**config.mk**
```make
export PLATFORM = sky130hd
export DESIGN_NAME = dsp_result_decimator
export DESIGN_NICKNAME = d
export VERILOG_FILES = /design/src/rtl/dsp_result_decimator.sv
export SDC_FILE = /design/constraint.sdc
export NUM_CORES = 1
export LEC_CHECK = 0
export CORE_MARGIN = 2
export CORE_UTILIZATION = 59
export CTS_CLUSTER_SIZE = 16
export DETAILED_ROUTE_END_ITERATION = 16
export GPL_TIMING_DRIVEN = 0
export PLACE_DENSITY = 0.83
export SLEW_MARGIN = 20
export SYNTH_ARGS = -nofsm -noshare
export SYNTH_HDL_FRONTEND = slang
export SYNTH_SLANG_ARGS = --single-unit
```
**constraint.sdc**
```tcl
create_clock -name clk -period 2.9 [get_ports clk]
set_input_delay 0.58 -clock clk [delete_from_list [all_inputs] [get_ports clk]]
set_output_delay 0.58 -clock clk [all_outputs]
set_load 0.1 [all_outputs]
```
**src/rtl/dsp_result_decimator.sv**
```systemverilog
// Averages every 2^DECIM_LOG2 input results and buffers the averages in a FWFT FIFO.
// Optional build macro: DSP_DECIM_ROUND_EN selects round-half-up instead of truncation.
module dsp_result_decimator #(
    parameter int unsigned IN_WIDTH   = 32,
    parameter int unsigned DECIM_LOG2 = 2,
    parameter int unsigned FIFO_DEPTH = 4
) (
    input  logic                                 clk,
    input  logic                                 rst_n,
    input  logic [IN_WIDTH-1:0]                  in_data,
    input  logic                                 in_valid,
    input  logic                                 flush,
    input  logic                                 clr_ovf,
    output logic [IN_WIDTH-1:0]                  out_data,
    output logic                                 out_valid,
    input  logic                                 out_ready,
    output logic [$clog2(FIFO_DEPTH+1)-1:0]      fifo_level,
    output logic                                 overflow
);

    localparam int unsigned ACC_W = IN_WIDTH + DECIM_LOG2;
    localparam int unsigned SUM_W = ACC_W + 1;
    localparam int unsigned AW    = $clog2(FIFO_DEPTH);
    localparam int unsigned LW    = $clog2(FIFO_DEPTH + 1);

    logic [ACC_W-1:0]      acc_q, acc_d;
    logic [DECIM_LOG2-1:0] cnt_q, cnt_d;
    logic [AW-1:0]         wr_ptr_q, wr_ptr_d;
    logic [AW-1:0]         rd_ptr_q, rd_ptr_d;
    logic [LW-1:0]         level_q, level_d;
    logic                  ovf_q, ovf_d;
    logic [IN_WIDTH-1:0]   mem_q [FIFO_DEPTH];
    logic [IN_WIDTH-1:0]   mem_d [FIFO_DEPTH];

    logic [SUM_W-1:0]      sum;
    logic [SUM_W-1:0]      sum_adj;
    logic [IN_WIDTH-1:0]   avg;
    logic                  push_req;
    logic                  pop;
    logic                  full;
    logic                  drop;
    logic                  push_ok;

    // Sum is one bit wider than acc so the rounding bias cannot wrap at all-ones input.
    always_comb begin
        sum = SUM_W'(acc_q) + SUM_W'(in_data);
`ifdef DSP_DECIM_ROUND_EN
        sum_adj = sum + (SUM_W'(1) << (DECIM_LOG2 - 1));
`else
        sum_adj = sum;
`endif
        avg = IN_WIDTH'(sum_adj >> DECIM_LOG2);
    end

    always_comb begin
        acc_d    = acc_q;
        cnt_d    = cnt_q;
        push_req = 1'b0;
        if (flush) begin
            acc_d = '0;
            cnt_d = '0;
        end else if (in_valid) begin
            if (cnt_q == '1) begin
                push_req = 1'b1;
                acc_d    = '0;
                cnt_d    = '0;
            end else begin
                acc_d = acc_q + ACC_W'(in_data);
                cnt_d = cnt_q + DECIM_LOG2'(1);
            end
        end
    end

    assign full    = (level_q == LW'(FIFO_DEPTH));
    assign pop     = (level_q != '0) && out_ready;
    assign drop    = push_req && full && !pop;
    assign push_ok = push_req && !drop;

    always_comb begin
        mem_d    = mem_q;
        wr_ptr_d = wr_ptr_q;
        rd_ptr_d = rd_ptr_q;
        level_d  = level_q;
        if (push_ok) begin
            mem_d[wr_ptr_q] = avg;
            wr_ptr_d        = wr_ptr_q + AW'(1);
        end
        if (pop) begin
            rd_ptr_d = rd_ptr_q + AW'(1);
        end
        case ({push_ok, pop})
            2'b10:   level_d = level_q + LW'(1);
            2'b01:   level_d = level_q - LW'(1);
            default: level_d = level_q;
        endcase
    end

    // A drop in the same cycle as clr_ovf still leaves the flag set.
    always_comb begin
        ovf_d = ovf_q;
        if (drop) begin
            ovf_d = 1'b1;
        end else if (clr_ovf) begin
            ovf_d = 1'b0;
        end
    end

    always_ff @(posedge clk or negedge rst_n) begin
        if (!rst_n) begin
            acc_q    <= '0;
            cnt_q    <= '0;
            wr_ptr_q <= '0;
            rd_ptr_q <= '0;
            level_q  <= '0;
            ovf_q    <= 1'b0;
            for (int unsigned i = 0; i < FIFO_DEPTH; i++) begin
                mem_q[i] <= '0;
            end
        end else begin
            acc_q    <= acc_d;
            cnt_q    <= cnt_d;
            wr_ptr_q <= wr_ptr_d;
            rd_ptr_q <= rd_ptr_d;
            level_q  <= level_d;
            ovf_q    <= ovf_d;
            mem_q    <= mem_d;
        end
    end

    assign out_valid  = (level_q != '0);
    assign out_data   = out_valid ? mem_q[rd_ptr_q] : '0;
    assign fifo_level = level_q;
    assign overflow   = ovf_q;

endmodule

```
# == Word level (Yosys, flattened, before mapping) ==
# Index checks and enable logic that the tools add are counted.
# word_totals
romBits,0
latchBits,0
ramBits,0
register_bits,172
memories,0
# classes
magnitude_cmp,3
add_sub_neg,7
eq_ne,4
mux,19
bitwise_logic,2
multipliers,0
n_div,0
reduce_logical,11
shifts,0
# op_table
operator,n
128-bit bitwise mux,1
32-bit two-way mux,4
34-bit two-way mux,3
34-bit by 32-bit adder with 34-bit output,2
32-bit binary-select mux with 2-bit select,1
32-bit demux with 2-bit select,1
"2-bit by 1-bit adder with 2-bit output, second input constant",3
"3-bit greater-or-equal comparator, second input constant",2
2-bit two-way mux,3
2-bit NOT with 3-bit output,2
3-bit one-hot mux with 2 select lines,1
2-bit nonzero test,3
1-bit logical AND,5
1-bit two-way mux,5
"2-bit equality test, second input constant",2
"3-bit by 1-bit adder with 3-bit output, second input constant",1
"3-bit equality test, second input constant",1
"3-bit by 1-bit < comparator with 1-bit output, second input constant",1
3-bit nonzero test,1
"3-bit by 1-bit subtractor with 3-bit output, second input constant",1
"2-bit by 1-bit equality test with 1-bit output, second input constant",1
1-bit zero test,2

# == Depth between registers and ports, before layout ==
# Gate-level depths: netlist of run 1.
# logic_depth
ltp_word,10
mapped_depth,10

# == Worst setup path after synthesis of run 1 ==
# OpenSTA, ideal clock, no wires.
# synth_path
path_kind,register to output
startpoint,"register level_q[2], in the netlist fifo_level[2]"
endpoint,output port out_data[23]
t_required_ps,2320
path_stages_with_launch,5
path_slack_ps,-964
path_buffers,2
t_arrival_ps,3284
cell_sequence,dfrtp_1 > or3_1 > clkbuf_1 > clkbuf_1 > and2_1
# synth_via
elab_chain_cells,2
# synth_rtl
item,line_no,text
from (decl),30,"logic [LW-1:0] level_q, level_d;"
from (signal assigned),124,level_q <= level_d;
3-bit nonzero test,130,assign out_valid = (level_q != '0);
via out_valid,15,"output logic out_valid,"
32-bit two-way mux,131,assign out_data = out_valid ? mem_q[rd_ptr_q] : '0;
to (decl),14,"output logic [IN_WIDTH-1:0] out_data,"
# The timed path passes the listed nets, and every way through them passes these cells.

# == Final worst setup path of run 1 ==
# layout_path
startpoint,input port in_data[9]
endpoint,register mem_q[127] in the netlist's numbering
# layout_via
elab_chain_cells,2
# layout_rtl
item,line_no,text
from (decl),10,"input logic [IN_WIDTH-1:0] in_data,"
34-bit by 32-bit adder with 34-bit output,46,sum = SUM_W'(acc_q) + SUM_W'(in_data);
128-bit bitwise mux,85,mem_d[wr_ptr_q] = avg;
to (signal assigned),126,mem_q <= mem_d;
to (decl),32,logic [IN_WIDTH-1:0] mem_q [FIFO_DEPTH];
# Every way passes these cells.
# A chain may end at the register's enable or synchronous reset.

==> out/results.ini, run 1 <==
[run_status]
status = finished, violations left
violations = setup timing

[hold_path]
hold_path_class = in -> async

[cells_and_area]
syn_to_final_growth_pct = 21.8
final_layout_size_suffix_gt1_share_pct = 21.5
fin_util_pct = 73.3
n_antenna_cell = 0
final_nets = 1154
multiInputGateArea_um2 = 5340
fill_cells = 1101
seq_area_um2 = 4310

[detailed_routing]
viasPerCell = 6.38
ant_nets = 0
dr.pass1.iters = 8
drc = 0
via_count = 8332
drtIter0Drc = 881
routed_wl_mm = 27.1
wl_per_cell_um = 20.7

[floorplanning]
std_cell_rows = 46
fp.dieH_um = 131
initial_core_util_pct = 60.2
ios = 75
die_w_um = 131
core_area_um2 = 15900
die-area_um2 = 17200

[power_and_ir_drop]
p_leak_nw = 5.46
p_sw_share_pct = 39.8
p_switching_mw = 3.54
seq_power_share_pct = 32.7
pwr_density_cell_nw_per_um2 = 766
power_mw = 8.91
combPwrFrac_pct = 39.9
p_clk_share_pct = 27.4
ir_worst_vdd_mv = 0.476
internal_power_mw = 5.37

[timing]
min_period_ns = 2.92
setup_violations = 4
max_freq_mhz = 343
tightest_slew_ns = 0.966
slew_headroom_pct = 35.4
fin_crit_sh_pct = 101
finalHoldViolCount = 0
timing.hold.ws_ns = 0.130
drv_slew = 0
fin_skew_ns = 0.0118
worst_slack_ns = -0.0186

[synth]
synth_cell_types = 61
synth-main-ff-cell = dfrtp_1
synth.area.top_cells = dfrtp_1 (45%), nand2_1 (8.9%), mux4_2 (7.5%)
mappedNetlistArea_um2 = 9560
synth_fp_nets = 1050
synth_commonest_cells = nand2_1 (226), dfrtp_1 (172), o21ai_0 (81), and2_1 (48), clkbuf_1 (42)
synth.most_common_cell = nand2_1
synth-seq-area-share_pct = 45.0
yosysTopAreaCell = dfrtp_1
syn_area_per_cell_um2 = 9.82
synth-warning-count = 0
synth-edff-count = 0
synth_top_area_share_pct = 45.0
synthCells = 973
async_flop_share_pct = 100
synth-seq-cells = 172

[setup_path]
end_kind = flip-flop
startpoint = in_data[9]
start_kind = primary input
path_class = in -> reg
critPathRequiredTime_ns = 3.24
worst-endpoint-arrival_ns = 3.26
timing.rr.start = acc_q[0]$_DFFE_PN0P_
r2r_slack_ns = 0.08
crit_path_max_fanout = 4

[run]
drv_cap = 0

[cts]
cts_root_buf = clkbuf_16
hold_buffers = 0
htreeDepth = 4
cts_buffers = 17
cts_tree = yes
cts.sinks = 172
path_clk_slew_ns = 0.06
insertion_delay_ns = 0.44
cts_buffer_depth = 2

[global_routing]
grt_max_degree = 93
antenna_found_initial = 0
grt_overflow = 0
grt_pass1_wl_mm = 42.2
track_usage_pct = 31.3
grt_pass1_vias = 7968

[placed_design]
hpwlAfterDp_mm = 17.9
io_buffers = 73
gp_congestion = 0.944

[worst max-delay path: stages]
cell and delay (ns):
clkdlybuf4s50_1 0.42, ha_1 0.36, o211ai_1 0.17, or2_2 0.39
a2111oi_4 0.42, nor2_4 0.10, o21ba_4 0.26, mux2_4 0.34
o31ai_1 0.21
[power groups by stage]
stage	logic (mW)	registers, mW	clock network (mW)
final	3.56	2.92	2.44
after global routing	3.79	2.95	2.55
after CTS	3.33	2.90	2.43
after detailed placement	3.23	2.92	0
after global placement	3.18	2.91	0
after floorplan	2.24	3.00	0
[sequential cells by signal, summed over array words and instances (netlist names)]
| signal | cells |
|---|---|
| rd_ptr_q | 2 |
| cnt_q | 2 |
| acc_q | 34 |
| fifo_level | 3 |
| mem_q | 128 |
| overflow | 1 |
| wr_ptr_q | 2 |
[cells by family after synthesis]
logic type | count (synthesis) | synth area share, %
compound gates | 223 | 15.4
xor+xnor | 28 | 2.57
fa+ha+maj | 39 | 5.26
buf+inv | 73 | 3.06
flops | 172 | 45.0
mux | 62 | 11.1
simple gates | 376 | 17.6
[area by class of cell]
cell class              instances  share of cell area, %
clock buffers                  21                   4.04
plain buffers                  56                   2.36
clock inverters                11                   1.33
repair buffers                 89                   6.60
flip-flops and latches        172                   37.0
inverters                      13                  0.419
multi-input cells             728                   45.9
well taps                     216                   2.32
[placed cells by master (no fill, tap or decap), types with 6 or more instances in the layout]
master	instances
and3_1	11
nand4_1	9
a211o_1	7
o31ai_1	15
clkdlybuf4s50_1	37
a21o_1	13
mux4_2	32
nor3_1	10
mux2_4	6
dfrtp_1	168
ha_1	29
mux2_2	20
nand3_1	23
and2_2	8
nor2_1	23
clkbuf_4	16
buf_2	32
a22o_1	17
xor2_1	6
o21ai_0	71
inv_1	13
clkbuf_1	32
nand2_1	226
buf_4	15
a21oi_1	33
ha_4	6
and2_1	40
clkbuf_16	17
xnor2_1	15
o21ai_1	7
[final timing paths]
check,depth (start not counted),to
min in group clk,2,mem_q[38]$_DFFE_PN0P_
worst min-delay path,1,acc_q[12]$_DFFE_PN0P_
worst min register to register,2,mem_q[38]$_DFFE_PN0P_
max in group asynchronous,2,fifo_level[1]$_DFFE_PN0P_
worst max register to register,11,mem_q[60]$_DFFE_PN0P_
worst max-delay path,9,mem_q[127]$_DFFE_PN0P_
[metal layers]
layer,vias up,routed length (um),track usage (%)
li1,3670,-,-
met1,4128,10900,42.2
met2,445,12900,49.6
met3,89,2330,7.45
met4,0,947,12.2
met5,-,0,0
[timing repair]
action                     4_1_cts  5_1_grt
buffers inserted                 8        7
gates resized for setup        201       73
pin swaps                        9       16
setup endpoints to repair       89      113
[through the flow]
stage / instances / setup slack (ns) / area [um^2] / setup TNS, ns
after floorplan: 973 / 0.0230 / 9580 / 0
after global placement: 1262 / -6.42 / 10600 / -1078.24
after detailed placement: 1263 / -0.979 / 10600 / -88.91
after CTS: 1302 / 0.00143 / 11300 / 0
after global routing: 1306 / -0.125 / 11600 / -2.15
final: 1306 / -0.0186 / 11600 / -0.0460
(Power assumes the default switching activity.)
==> run 2: changes to the inputs <==
--- a/config.mk
+++ b/config.mk
@@ -6,11 +6,11 @@
 export NUM_CORES = 1
 export LEC_CHECK = 0
 export CORE_MARGIN = 2
-export CORE_UTILIZATION = 59
+export CORE_UTILIZATION = 33
 export CTS_CLUSTER_SIZE = 16
 export DETAILED_ROUTE_END_ITERATION = 16
 export GPL_TIMING_DRIVEN = 0
-export PLACE_DENSITY = 0.83
+export PLACE_DENSITY = 0.52
 export SLEW_MARGIN = 20
 export SYNTH_ARGS = -nofsm -noshare
 export SYNTH_HDL_FRONTEND = slang
==> run 2 against run 1 <==
The flow now finishes without violations. Hold slack improved by 0.0062 ns. Via count fell by 8.0%. Clock skew barely moved.
==> out/results.ini, run 2 (same netlist as run 1, synthesis figures left out) <==
[cells_and_area]
final_nets = 1153
syn_to_final_growth_pct = 24.4
n_antenna_cell = 0
fill_cells = 2854
largest_reg_flops = 128
layout_commonest_cell = nand2_1
final_layout_size_suffix_gt1_share_pct = 22.0
largest-register = mem_q
finalInstanceArea_um2 = 11900
final_cell_mix = nand2_1 (225), dfrtp_1 (168), o21ai_0 (74), and2_1 (39), clkdlybuf4s50_1 (34)
final_cell_count_no_fill = 1473

[hold_path]
hold_path_class = in -> async

[power_and_ir_drop]
pwr_density_cell_nw_per_um2 = 762
p_leak_nw = 5.47
ir_worst_vdd_mv = 0.383

[global_routing]
track_usage_pct = 18.9
grt_pass1_wl_mm = 44.5
met3_usage_pct = 2.38
busiest_layer = met2
grt_overflow = 0
grt_max_degree = 94
antenna_found_initial = 1
grtUsageMet2_pct = 30.7
grt_pass1_vias = 7673
grtUsageMet1_pct = 27.0

[cts]
insertion_delay_ns = 0.43
htreeDepth = 4
cts_tree = yes
cts_root_buf = clkbuf_16
cts.sinks = 172
hold_buffers = 0
cts_buffer_depth = 2
cts_buffers = 17
path_clk_slew_ns = 0.07

[placed_design]
hpwlAfterDp_mm = 19.9
place_area_um2 = 10800
place_inst = 1431
io_buffers = 73
gp_congestion = 0.850

[timing]
setup_violations = 0
tightest_slew_ns = 0.964
drv_slew = 0
finalHoldViolCount = 0
rsz0062_at_grt = yes
fin_crit_sh_pct = 98.2
min_period_ns = 2.85
fin_skew_ns = 0.0116
slew_headroom_pct = 35.6
max_freq_mhz = 351
tns_ns = 0

[detailed_routing]
wl_per_cell_um = 19.0
via_count = 7667
viasPerCell = 5.21
drc = 0
routed_wl_mm = 27.9
ant_nets = 0
dr.pass1.iters = 5
drtIter0Drc = 490

[floorplanning]
die-area_um2 = 30300
std_cell_rows = 62
fp.dieH_um = 174
core_area_um2 = 28600
ios = 75
initial_core_util_pct = 33.4
die_w_um = 174

[setup_path]
worst-endpoint-arrival_ns = 3.18
crit_path_max_fanout = 8
critPathRequiredTime_ns = 3.24
end_kind = flip-flop
timing.rr.start = acc_q[0]$_DFFE_PN0P_
start_kind = primary input
ff2ff_path_depth = 11
r2r_slack_ns = 0.11
r2r_end = mem_q[80]$_DFFE_PN0P_
path_class = in -> reg

[run_status]
status = completed

[run]
drv_cap = 0

==> run 2: changes by cell type in the layout (fill, tap and decap cells not counted), sizes merged <==
cell and change:
clkbuf -8, buf +6, dlygate4sd2 +4, clkdlybuf4s50 -3, clkinv +2, inv -2, bufinv +1, clkdlybuf4s15 +1
clkinvlp -1, dlymetal6s2s -1
==> run 2: report_power, final <==
part           internal, mW  switching (mW)  total [mW]
clock                  1.53            1.03        2.56
combinational          1.27            2.30        3.57
sequential             2.69           0.231        2.93
total                  5.49            3.56        9.05
==> run 2: how the worst max path moves through the flow <==
| stage | startpoint | end | slack, ns | cells past startpoint |
|---|---|---|---|---|
| finish | in_data[16] | mem_q[127]$_DFFE_PN0P_ | 0.05 | 10 |
| global route | in_data[6] | acc_q[17]$_DFFE_PN0P_ | -0.06 | 10 |
| CTS | fifo_level[2]$_DFFE_PN0P_ | out_data[18] | 0.001 | 5 |
| detailed placement | in_data[0] | mem_q[30]$_DFFE_PN0P_ | -1.26 | 10 |
| global placement | rst_n | fifo_level[2]$_DFFE_PN0P_ | -7.03 | 1 |
| floorplan | in_data[0] | mem_q[30]$_DFFE_PN0P_ | 0.02 | 9 |
==> run 2: layer usage <==
metal	vias to the layer above	wire length, um
met4	0	221
met3	14	1010
met1	3820	13400
met2	160	13300
met5	-	0
li1	3673	-
==> run 2: metrics by stage <==
stage	util [%]	hold WS [ns]	power [mW]	setup WS, ns
3_5_place_dp	37.8	0.460	6.24	-1.26
6_report	41.5	0.136	9.05	0.0511
4_1_cts	40.9	0.165	8.99	0.00112
2_1_floorplan	-	0.284	5.24	0.0230
5_1_grt	41.5	0.191	9.53	-0.0642
3_3_place_gp	37.7	0.455	6.22	-7.03
==> run 2: worst max-delay path, cell delays in order <==
cell and delay (ns):
clkdlybuf4s50_1 0.41, ha_1 0.28, buf_2 0.17, a21o_1 0.18, a31o_2 0.25, a311oi_4 0.37
o21ai_1 0.12, o21ba_4 0.27, mux2_4 0.34, o31ai_1 0.20
==> run 2: cell type report <==
type	instances	area (um^2)	area share, %
repair buffers	91	786	6.61
inverters	13	48.8	0.410
clock buffers	21	470	3.96
plain buffers	53	267	2.24
clock inverters	11	181	1.53
multi-input cells	728	5350	45.0
well taps	384	480	4.04
flip-flops and latches	172	4310	36.2
==> run 2: timing repair <==
action                                  4_1_cts  5_1_grt
endpoints found under the setup margin      131      168
pin swaps                                    14        6
setup buffers                                10        7
gates resized for setup                     231       43
